File: config.mk
export PLATFORM = sky130hd
export DESIGN_NAME = jpeg_sos_parser
export DESIGN_NICKNAME = d
export VERILOG_FILES = /design/src/rtl/jpeg_pkg.sv /design/src/rtl/jpeg_sos_parser.sv
export SDC_FILE = /design/constraint.sdc
export NUM_CORES = 1
export LEC_CHECK = 0
export ABC_AREA = 1
export CORE_ASPECT_RATIO = 0.7
export CORE_MARGIN = 1.5
export CORE_UTILIZATION = 35
export CTS_CLUSTER_SIZE = 10
export DETAILED_ROUTE_END_ITERATION = 16
export GPL_TIMING_DRIVEN = 0
export PLACE_DENSITY = 0.55
export RECOVER_POWER = 25
export SETUP_SLACK_MARGIN = 0.2
export SYNTH_ARGS = -nofsm -noshare
export SYNTH_HDL_FRONTEND = slang
export SYNTH_SLANG_ARGS = --single-unit
File: constraint.sdc
create_clock -name clk -period 1.9 [get_ports clk]
set_input_delay 0.285 -clock clk [delete_from_list [all_inputs] [get_ports clk]]
set_output_delay 0.285 -clock clk [all_outputs]
set_load 0.005 [all_outputs]
File: src/rtl/jpeg_pkg.sv
// Shared JPEG parser definitions.
//   M_SOS       : second byte of the Start-of-Scan marker (0xFFDA)
//   sos_state_t : SOS header parser state encoding
//   sos_err_t   : SOS header error codes reported on err_code
package jpeg_pkg;

    localparam logic [7:0] M_SOS = 8'hDA;

    typedef enum logic [3:0] {
        ST_IDLE   = 4'd0,
        ST_LEN_H  = 4'd1,
        ST_LEN_L  = 4'd2,
        ST_NS     = 4'd3,
        ST_CS     = 4'd4,
        ST_TSEL   = 4'd5,
        ST_SS     = 4'd6,
        ST_SE     = 4'd7,
        ST_APPROX = 4'd8,
        ST_DRAIN  = 4'd9
    } sos_state_t;

    typedef enum logic [1:0] {
        ERR_NONE = 2'd0,
        ERR_NS   = 2'd1,
        ERR_LEN  = 2'd2,
        ERR_SEL  = 2'd3
    } sos_err_t;

endpackage

File: src/rtl/jpeg_sos_parser.sv
// Start-of-Scan header parser.
// Consumes the SOS segment payload (length bytes onward) after the marker
// detector pulses start. Validates Ls and Ns, checks the Huffman table
// selectors and latches per-component selections plus the progressive
// spectral / successive-approximation fields. A malformed header is reported
// on err/err_code and the remainder of the segment is drained so the upstream
// byte stream stays aligned to the next segment.
// Ports:
//   clk, rst               clock, synchronous active-high reset
//   start, abort           begin parse (ignored while busy) / drop current parse
//   in_valid/in_data/in_ready  byte stream, accepted on in_valid & in_ready
//   busy                   parser not idle
//   done, err              1-cycle result pulses; err_code holds until next start
//   ns, comp_id, dc_sel, ac_sel   scan component table, slot 0 in the LSBs
//   ss, se, ah, al         spectral selection and successive approximation
module jpeg_sos_parser
    import jpeg_pkg::*;
#(
    parameter int MAX_COMP = 4,
    parameter int NUM_HT   = 4,
    parameter int SEL_W    = 2
) (
    input  logic                      clk,
    input  logic                      rst,
    input  logic                      start,
    input  logic                      abort,
    input  logic                      in_valid,
    input  logic [7:0]                in_data,
    output logic                      in_ready,
    output logic                      busy,
    output logic                      done,
    output logic                      err,
    output logic [1:0]                err_code,
    output logic [2:0]                ns,
    output logic [8*MAX_COMP-1:0]     comp_id,
    output logic [SEL_W*MAX_COMP-1:0] dc_sel,
    output logic [SEL_W*MAX_COMP-1:0] ac_sel,
    output logic [7:0]                ss,
    output logic [7:0]                se,
    output logic [3:0]                ah,
    output logic [3:0]                al
);

    sos_state_t  state_reg;
    sos_err_t    err_code_reg;
    logic [15:0] ls_reg;
    logic [15:0] byte_cnt_reg;
    logic [2:0]  slot_reg;
    logic [2:0]  ns_reg;
    logic [7:0]  ss_reg;
    logic [7:0]  se_reg;
    logic [3:0]  ah_reg;
    logic [3:0]  al_reg;
    logic        done_reg;
    logic        err_reg;

    logic        accept;
    logic        clear_fields;
    logic [15:0] cnt_plus;
    logic [15:0] len_val;
    logic [15:0] exp_ls;
    logic [2:0]  slot_plus;
    logic        bad_ns;
    logic        bad_sel;
    sos_state_t  after_err;

    // in_ready is decoded from state only; abort masks it so the byte
    // presented alongside an abort stays with the upstream source.
    always_comb begin
        in_ready = 1'b0;
        case (state_reg)
            ST_LEN_H, ST_LEN_L, ST_NS, ST_CS, ST_TSEL,
            ST_SS, ST_SE, ST_APPROX, ST_DRAIN: in_ready = 1'b1;
            default:                           in_ready = 1'b0;
        endcase
        if (abort) begin
            in_ready = 1'b0;
        end
    end

    assign accept       = in_valid & in_ready;
    assign clear_fields = !abort && (state_reg == ST_IDLE) && start;
    assign cnt_plus     = byte_cnt_reg + 16'd1;
    assign len_val      = {ls_reg[15:8], in_data};
    assign exp_ls       = 16'd6 + {7'd0, in_data, 1'b0};
    assign slot_plus    = slot_reg + 3'd1;
    assign bad_ns       = (in_data == 8'd0) || (int'(in_data) > MAX_COMP);
    assign bad_sel      = (int'(in_data[7:4]) >= NUM_HT) || (int'(in_data[3:0]) >= NUM_HT);
    // If the offending byte was the last one of the segment there is nothing
    // left to drain.
    assign after_err    = (cnt_plus == ls_reg) ? ST_IDLE : ST_DRAIN;

    always_ff @(posedge clk) begin
        if (rst) begin
            state_reg    <= ST_IDLE;
            err_code_reg <= ERR_NONE;
            ls_reg       <= '0;
            byte_cnt_reg <= '0;
            slot_reg     <= '0;
            ns_reg       <= '0;
            ss_reg       <= '0;
            se_reg       <= '0;
            ah_reg       <= '0;
            al_reg       <= '0;
            done_reg     <= 1'b0;
            err_reg      <= 1'b0;
        end else begin
            done_reg <= 1'b0;
            err_reg  <= 1'b0;
            if (abort) begin
                state_reg <= ST_IDLE;
            end else if (state_reg == ST_IDLE) begin
                if (start) begin
                    err_code_reg <= ERR_NONE;
                    ls_reg       <= '0;
                    byte_cnt_reg <= '0;
                    slot_reg     <= '0;
                    ns_reg       <= '0;
                    ss_reg       <= '0;
                    se_reg       <= '0;
                    ah_reg       <= '0;
                    al_reg       <= '0;
                    state_reg    <= ST_LEN_H;
                end
            end else if (accept) begin
                byte_cnt_reg <= cnt_plus;
                case (state_reg)
                    ST_LEN_H: begin
                        ls_reg    <= {in_data, 8'h00};
                        state_reg <= ST_LEN_L;
                    end
                    ST_LEN_L: begin
                        ls_reg <= len_val;
                        if (len_val < 16'd8) begin
                            // Length is unusable, so no drain can be trusted.
                            err_reg      <= 1'b1;
                            err_code_reg <= ERR_LEN;
                            state_reg    <= ST_IDLE;
                        end else begin
                            state_reg <= ST_NS;
                        end
                    end
                    ST_NS: begin
                        if (bad_ns) begin
                            err_reg      <= 1'b1;
                            err_code_reg <= ERR_NS;
                            state_reg    <= after_err;
                        end else begin
                            ns_reg   <= in_data[2:0];
                            slot_reg <= '0;
                            if (ls_reg != exp_ls) begin
                                err_reg      <= 1'b1;
                                err_code_reg <= ERR_LEN;
                                state_reg    <= after_err;
                            end else begin
                                state_reg <= ST_CS;
                            end
                        end
                    end
                    ST_CS: begin
                        state_reg <= ST_TSEL;
                    end
                    ST_TSEL: begin
                        if (bad_sel) begin
                            err_reg      <= 1'b1;
                            err_code_reg <= ERR_SEL;
                            state_reg    <= after_err;
                        end else begin
                            slot_reg  <= slot_plus;
                            state_reg <= (slot_plus == ns_reg) ? ST_SS : ST_CS;
                        end
                    end
                    ST_SS: begin
                        ss_reg    <= in_data;
                        state_reg <= ST_SE;
                    end
                    ST_SE: begin
                        se_reg    <= in_data;
                        state_reg <= ST_APPROX;
                    end
                    ST_APPROX: begin
                        ah_reg    <= in_data[7:4];
                        al_reg    <= in_data[3:0];
                        done_reg  <= 1'b1;
                        state_reg <= ST_IDLE;
                    end
                    ST_DRAIN: begin
                        if (cnt_plus == ls_reg) begin
                            state_reg <= ST_IDLE;
                        end
                    end
                    default: begin
                        state_reg <= ST_IDLE;
                    end
                endcase
            end
        end
    end

    // Per-slot component storage. A slot is written only while it is the
    // current slot index; the selector is stored truncated even when it is
    // out of range so the partial header remains observable.
    generate
        for (genvar gi = 0; gi < MAX_COMP; gi++) begin : g_slot
            logic             hit;
            logic             cs_we;
            logic             tsel_we;
            logic [7:0]       cid_reg;
            logic [SEL_W-1:0] dc_reg;
            logic [SEL_W-1:0] ac_reg;

            assign hit     = (slot_reg == 3'(gi));
            assign cs_we   = accept && (state_reg == ST_CS) && hit;
            assign tsel_we = accept && (state_reg == ST_TSEL) && hit;

            always_ff @(posedge clk) begin
                if (rst || clear_fields) begin
                    cid_reg <= '0;
                    dc_reg  <= '0;
                    ac_reg  <= '0;
                end else begin
                    if (cs_we) begin
                        cid_reg <= in_data;
                    end
                    if (tsel_we) begin
                        dc_reg <= in_data[4 +: SEL_W];
                        ac_reg <= in_data[0 +: SEL_W];
                    end
                end
            end

            assign comp_id[8*gi +: 8]        = cid_reg;
            assign dc_sel[SEL_W*gi +: SEL_W] = dc_reg;
            assign ac_sel[SEL_W*gi +: SEL_W] = ac_reg;
        end
    endgenerate

    assign busy     = (state_reg != ST_IDLE);
    assign done     = done_reg;
    assign err      = err_reg;
    assign err_code = err_code_reg;
    assign ns       = ns_reg;
    assign ss       = ss_reg;
    assign se       = se_reg;
    assign ah       = ah_reg;
    assign al       = al_reg;

endmodule
**Word level (Yosys, flattened, before mapping)**

Memories as Yosys holds them, arrays and structs flattened. A register that Yosys moved wholly into a read port is not among the register bits.
Index checks and enable logic that the tools add are counted.

- Register bits after elaboration: 118
- Latch bits: 0
- Bits in writable memories: 0
- Memory bits (read-only): 16
- Input bits: 13
- Output and inout bits: 81
- Logic and storage cells: 159
- Memories kept: 1

- Add/sub/neg operators: 3
- $mul: 0
- Divide/modulo/power cells: 0
- $lt $le $gt $ge: 4
- Equal/unequal tests: 24
- Shift-type cells: 0
- Muxes and demuxes: 58
- Bitwise operators: 3
- Reductions and logical operators: 41

Memories:

| name | depth | bits a word | read ports | clocked after Yosys merged registers in | wr ports | line | source |
|---|---|---|---|---|---|---|---|
| (name not given) | 16 | 1 | 1 | 1 | 0 | jpeg_sos_parser.sv:71 | `case (state_reg)` |

Operators by type and width:

| operator | count |
|---|---|
| 16-bit 2-to-1 mux | 5 |
| 4-bit 2-to-1 mux | 17 |
| 8-bit 2-to-1 mux | 7 |
| 16-bit one-hot mux with 2 select lines | 1 |
| 4-bit one-hot mux with 8 select lines | 1 |
| 3-bit 2-to-1 mux | 9 |
| 2-bit 2-to-1 mux | 9 |
| 16-bit by 1-bit adder with 16-bit output, second input constant | 1 |
| 16-bit equality test | 1 |
| 4-bit by 3-bit equality test with 1-bit output, second input constant | 4 |
| 16-bit by 4-bit < comparator with 1-bit output, second input constant | 1 |
| 16-bit by 10-bit inequality test with 1-bit output | 1 |
| 4-bit AND reduction | 4 |
| 3-bit inequality test, second input constant | 5 |
| 1-bit logical AND | 12 |
| 2-bit nonzero test | 6 |
| 3-bit by 9-bit adder with 10-bit output, first input constant | 1 |
| 5-bit AND reduction | 2 |
| 4-bit by 2-bit equality test with 1-bit output, second input constant | 2 |
| 4-bit equality test, second input constant | 2 |
| 4-bit by 3-bit >= comparator with 1-bit output, second input constant | 2 |
| 8-bit by 3-bit > comparator with 1-bit output, second input constant | 1 |
| 8-bit logical NOT | 1 |
| 4-bit nonzero test | 2 |
| other kinds (24) | 36 |

**Depth between registers and ports, before layout**

- Word-level depth: 10
- Mapped depth: 22
- Depth with buffers taken out: 22

**Worst setup path before layout**

Ideal clock, no wire load.

- Path type: reg2reg
- From: register byte_cnt_reg[0]
- To: register with a tool-made name
- Data arrival time: 1925 ps
- Path slack: -137 ps
- Cell stages (with the launch flop): 21
- Path through: dfxtp_1 > ha_1 > nand3_1 > nor2_4 > nand3_1 > nand2_1 > nand2_1 > nand2_1 > nand2_1 > nor2_1 > nand2_1 > nor2_1 > nand2_2 > nand2_4 > nand2_2 > nand2_1 > nand2_1 > nand2_1 > nand2_1 > nand2_1 > nand2_1

RTL lines:

| item | line | source |
|---|---|---|
| start: declaration | jpeg_sos_parser.sv:47 | `logic [15:0] byte_cnt_reg;` |
| start signal: assignment | jpeg_sos_parser.sv:126 | `byte_cnt_reg <= cnt_plus;` |

==> out/results.ini <==
[setup_path]
crit_start=byte_cnt_reg[0]$_SDFFE_PP0P_
worstRegToRegCells=20
worstPathArrival_ps=2600
cp.required_ps=2220
rr_startpoint=byte_cnt_reg[0]$_SDFFE_PP0P_
end_kind=flop
r2r_slack_ps=-380
worstPathMaxFanout=6
crit_type=flop to flop
startpoint_type=flop

[layout]
final_core_utilization_pct=55.83
layout.cells.most_common=nand2_1
regArea_mm2=0.002419
diodes=0
fill_cells=1553
finalNetCount=1056
largest_reg_flops=32
multi_input_area_mm2=0.003717
drive_gt1_share_pct=30.15
most-common-layout-cells=nand2_1, dfxtp_1, inv_1
syn2layout_area_growth_pct=53.97

[sta]
setup_ws_ps=-382.5
holdWs_ps=261.9
finalClockSkew_ps=10.55
max-slew-margin-rel_pct=32.59
fmax_mhz=438.1
period_minus_slack_ps=2283
slew_viol_final=0
setup_viol=32
rsz0062_at_grt=true
hold_violations=0
period_share_pct=120.1
tightestPinTransition_ps=1011

[cts]
cts-root-buf=clkbuf_16
clk_latency_ps=420
cts_made_buffers=17
cts_tree=done
clk_pin_slew_worst_paths_ps=60
cts_sinks=119
cts_buffer_depth=2
h-tree-depth=4

[detailed_routing]
routedWlPerCell_um=17.17
vias=6549
antenna_left=0
wirelength_mm=21.85
vias_per_cell=5.145
dr.pass1.iters=5
drc=0
first_iter_violations=537

[grt]
grt_first_pass_wirelength_mm=33.64
grt_max_degree=17
gr-total-overflow=0
grt_pass1_vias=6006
track_usage_pct=24.22
antenna_found_initial=0

[synth]
synth_nets=882
synth-edff-count=0
syn-cell-area_mm2=0.005981
ys_types=37
avgSynthCellArea_um2=6.946
async_flop_share_pct=0
yosys_register_bits=119
synth_flop_cell=dfxtp_1
ys_warn_count=0
synth_cells=861
synth-seq-area-share_pct=39.83

[die]
io_pins=94
die_w_um=159.2
die_area_mm2=0.01789
initial_core_util_pct=36.26
fp-row-count=39
chipHeight_um=112.4
core_mm2=0.01649

[power_and_ir_drop]
powerDensity_mw_per_mm2=751.8
power_leakage_nw=3.710
vdd_ir_drop_max_mv=0.5037

[run_status]
violations=setup timing
status=finished with violations

[placement]
finalWeightedCongestion=0.9258
dpl.hpwl_mm=14.99
place_ws_ps=-985.4
io_buffers=91

[hold_path]
min-delay-path-class=input port to flop

[job]
max-cap-violations=0

cells in the mapped netlist, drive strengths merged, types with 3 or more instances:
library cell | number | area share, %
nand2 | 202 | 13
nor3 | 8 | 0.84
buf | 12 | 0.98
ha | 8 | 1.7
dfxtp | 119 | 40
xor2 | 8 | 1.2
o32ai | 6 | 0.88
o22ai | 4 | 0.42
a21oi | 93 | 8.0
nand4 | 45 | 4.7
a211oi | 18 | 2.3
clkinv | 4 | 0.27
nand3 | 75 | 6.5
inv | 95 | 6.0
o21ai | 37 | 3.2
xnor2 | 3 | 0.44
clkbuf | 27 | 1.7
nor2 | 87 | 6.5
metrics by stage:
step | std cells | setup TNS, ps | power (mW) | area, um2
after floorplan | 861 | -17.36 | 3.054 | 6053
after global placement | 1177 | -54320 | 3.348 | 7246
after detailed placement | 1177 | -53570 | 3.345 | 7246
after CTS | 1259 | -1510 | 6.893 | 8860
after global routing | 1273 | -6475 | 7.165 | 9209
final | 1273 | -3100 | 6.923 | 9209
cell families (layout without fill, tap and decap cells):
family                   Yosys count  count (layout)  synth area share, %
flip-flops                       119             119                39.83
AND/OR/NAND/NOR                  420             420                32.26
AO/OA/AOI/OAI                    165             165                15.71
XOR/XNOR                          11              11                1.611
adder cells (fa/ha/maj)            8               8                1.674
buffers and inverters            138             325                8.912
worst max-delay path, cell delays in order, from the launching register on:
cell and delay [ps]:
dfxtp_4 370, ha_4 180, nand2_4 70, nor2_4 210
nand2_1 90, nand3_1 90, nand3_2 110, clkinv_1 70
nand2_1 50, nor2_1 130, nand2_1 60, nor2_1 110
nand2_2 120, nand2_4 110, nand2_4 60, nand2_1 70
nand2_2 60, nand2_1 80, nand2_1 60, nand2_1 50
nand2_1 50
worst min-delay path by stage:
stage,to,depth (start not counted),slack (ps),from
after floorplan,g_slot[3].ac_reg[0]$_SDFFE_PP0P_,2,460,g_slot[3].ac_reg[0]$_SDFFE_PP0P_
after CTS,g_slot[1].cid_reg[7]$_SDFFE_PP0P_,3,260,in_data[7]
final,g_slot[1].cid_reg[7]$_SDFFE_PP0P_,3,260,in_data[7]
after global placement,g_slot[0].cid_reg[4]$_SDFFE_PP0P_,2,450,g_slot[0].cid_reg[4]$_SDFFE_PP0P_
after global routing,g_slot[1].cid_reg[7]$_SDFFE_PP0P_,3,280,in_data[7]
after detailed placement,g_slot[1].cid_reg[1]$_SDFFE_PP0P_,2,460,g_slot[1].cid_reg[1]$_SDFFE_PP0P_
layout make-up:
class                           count  area share, %
Buffer                             39          3.465
Clock inverter                     15          1.943
Multi-Input combinational cell    604          40.37
Inverter                           99          4.293
Timing Repair Buffer              155          15.99
Tap cell                          225          3.057
Clock buffer                       17          4.620
Sequential cell                   119          26.26
per-layer routing:
layer  vias up  wire length, um  track usage (%)
li1       3241                -                -
met1      3063            11260            37.17
met2       227             9008            34.82
met3        18             1344            3.843
met4         0              241            6.101
met5         -                0                0
repair_timing:
| action | in CTS | in global routing |
|---|---|---|
| cloned | 3 | 2 |
| setup endpoints to repair | 120 | 121 |
| pin swaps | 55 | 23 |
| hold buffers | 0 | 0 |
| buffers inserted | 47 | 12 |
| gates resized for setup | 242 | 90 |
power breakdown:
part	leakage (nW)	total, mW	internal (mW)	switching [mW]
registers	0.975	2.63	2.56	0.0723
logic	2.44	0.943	0.401	0.542
clock network	0.292	3.35	1.99	1.36
total	3.71	6.92	4.95	1.97
Power figures use the tool's default switching activity.
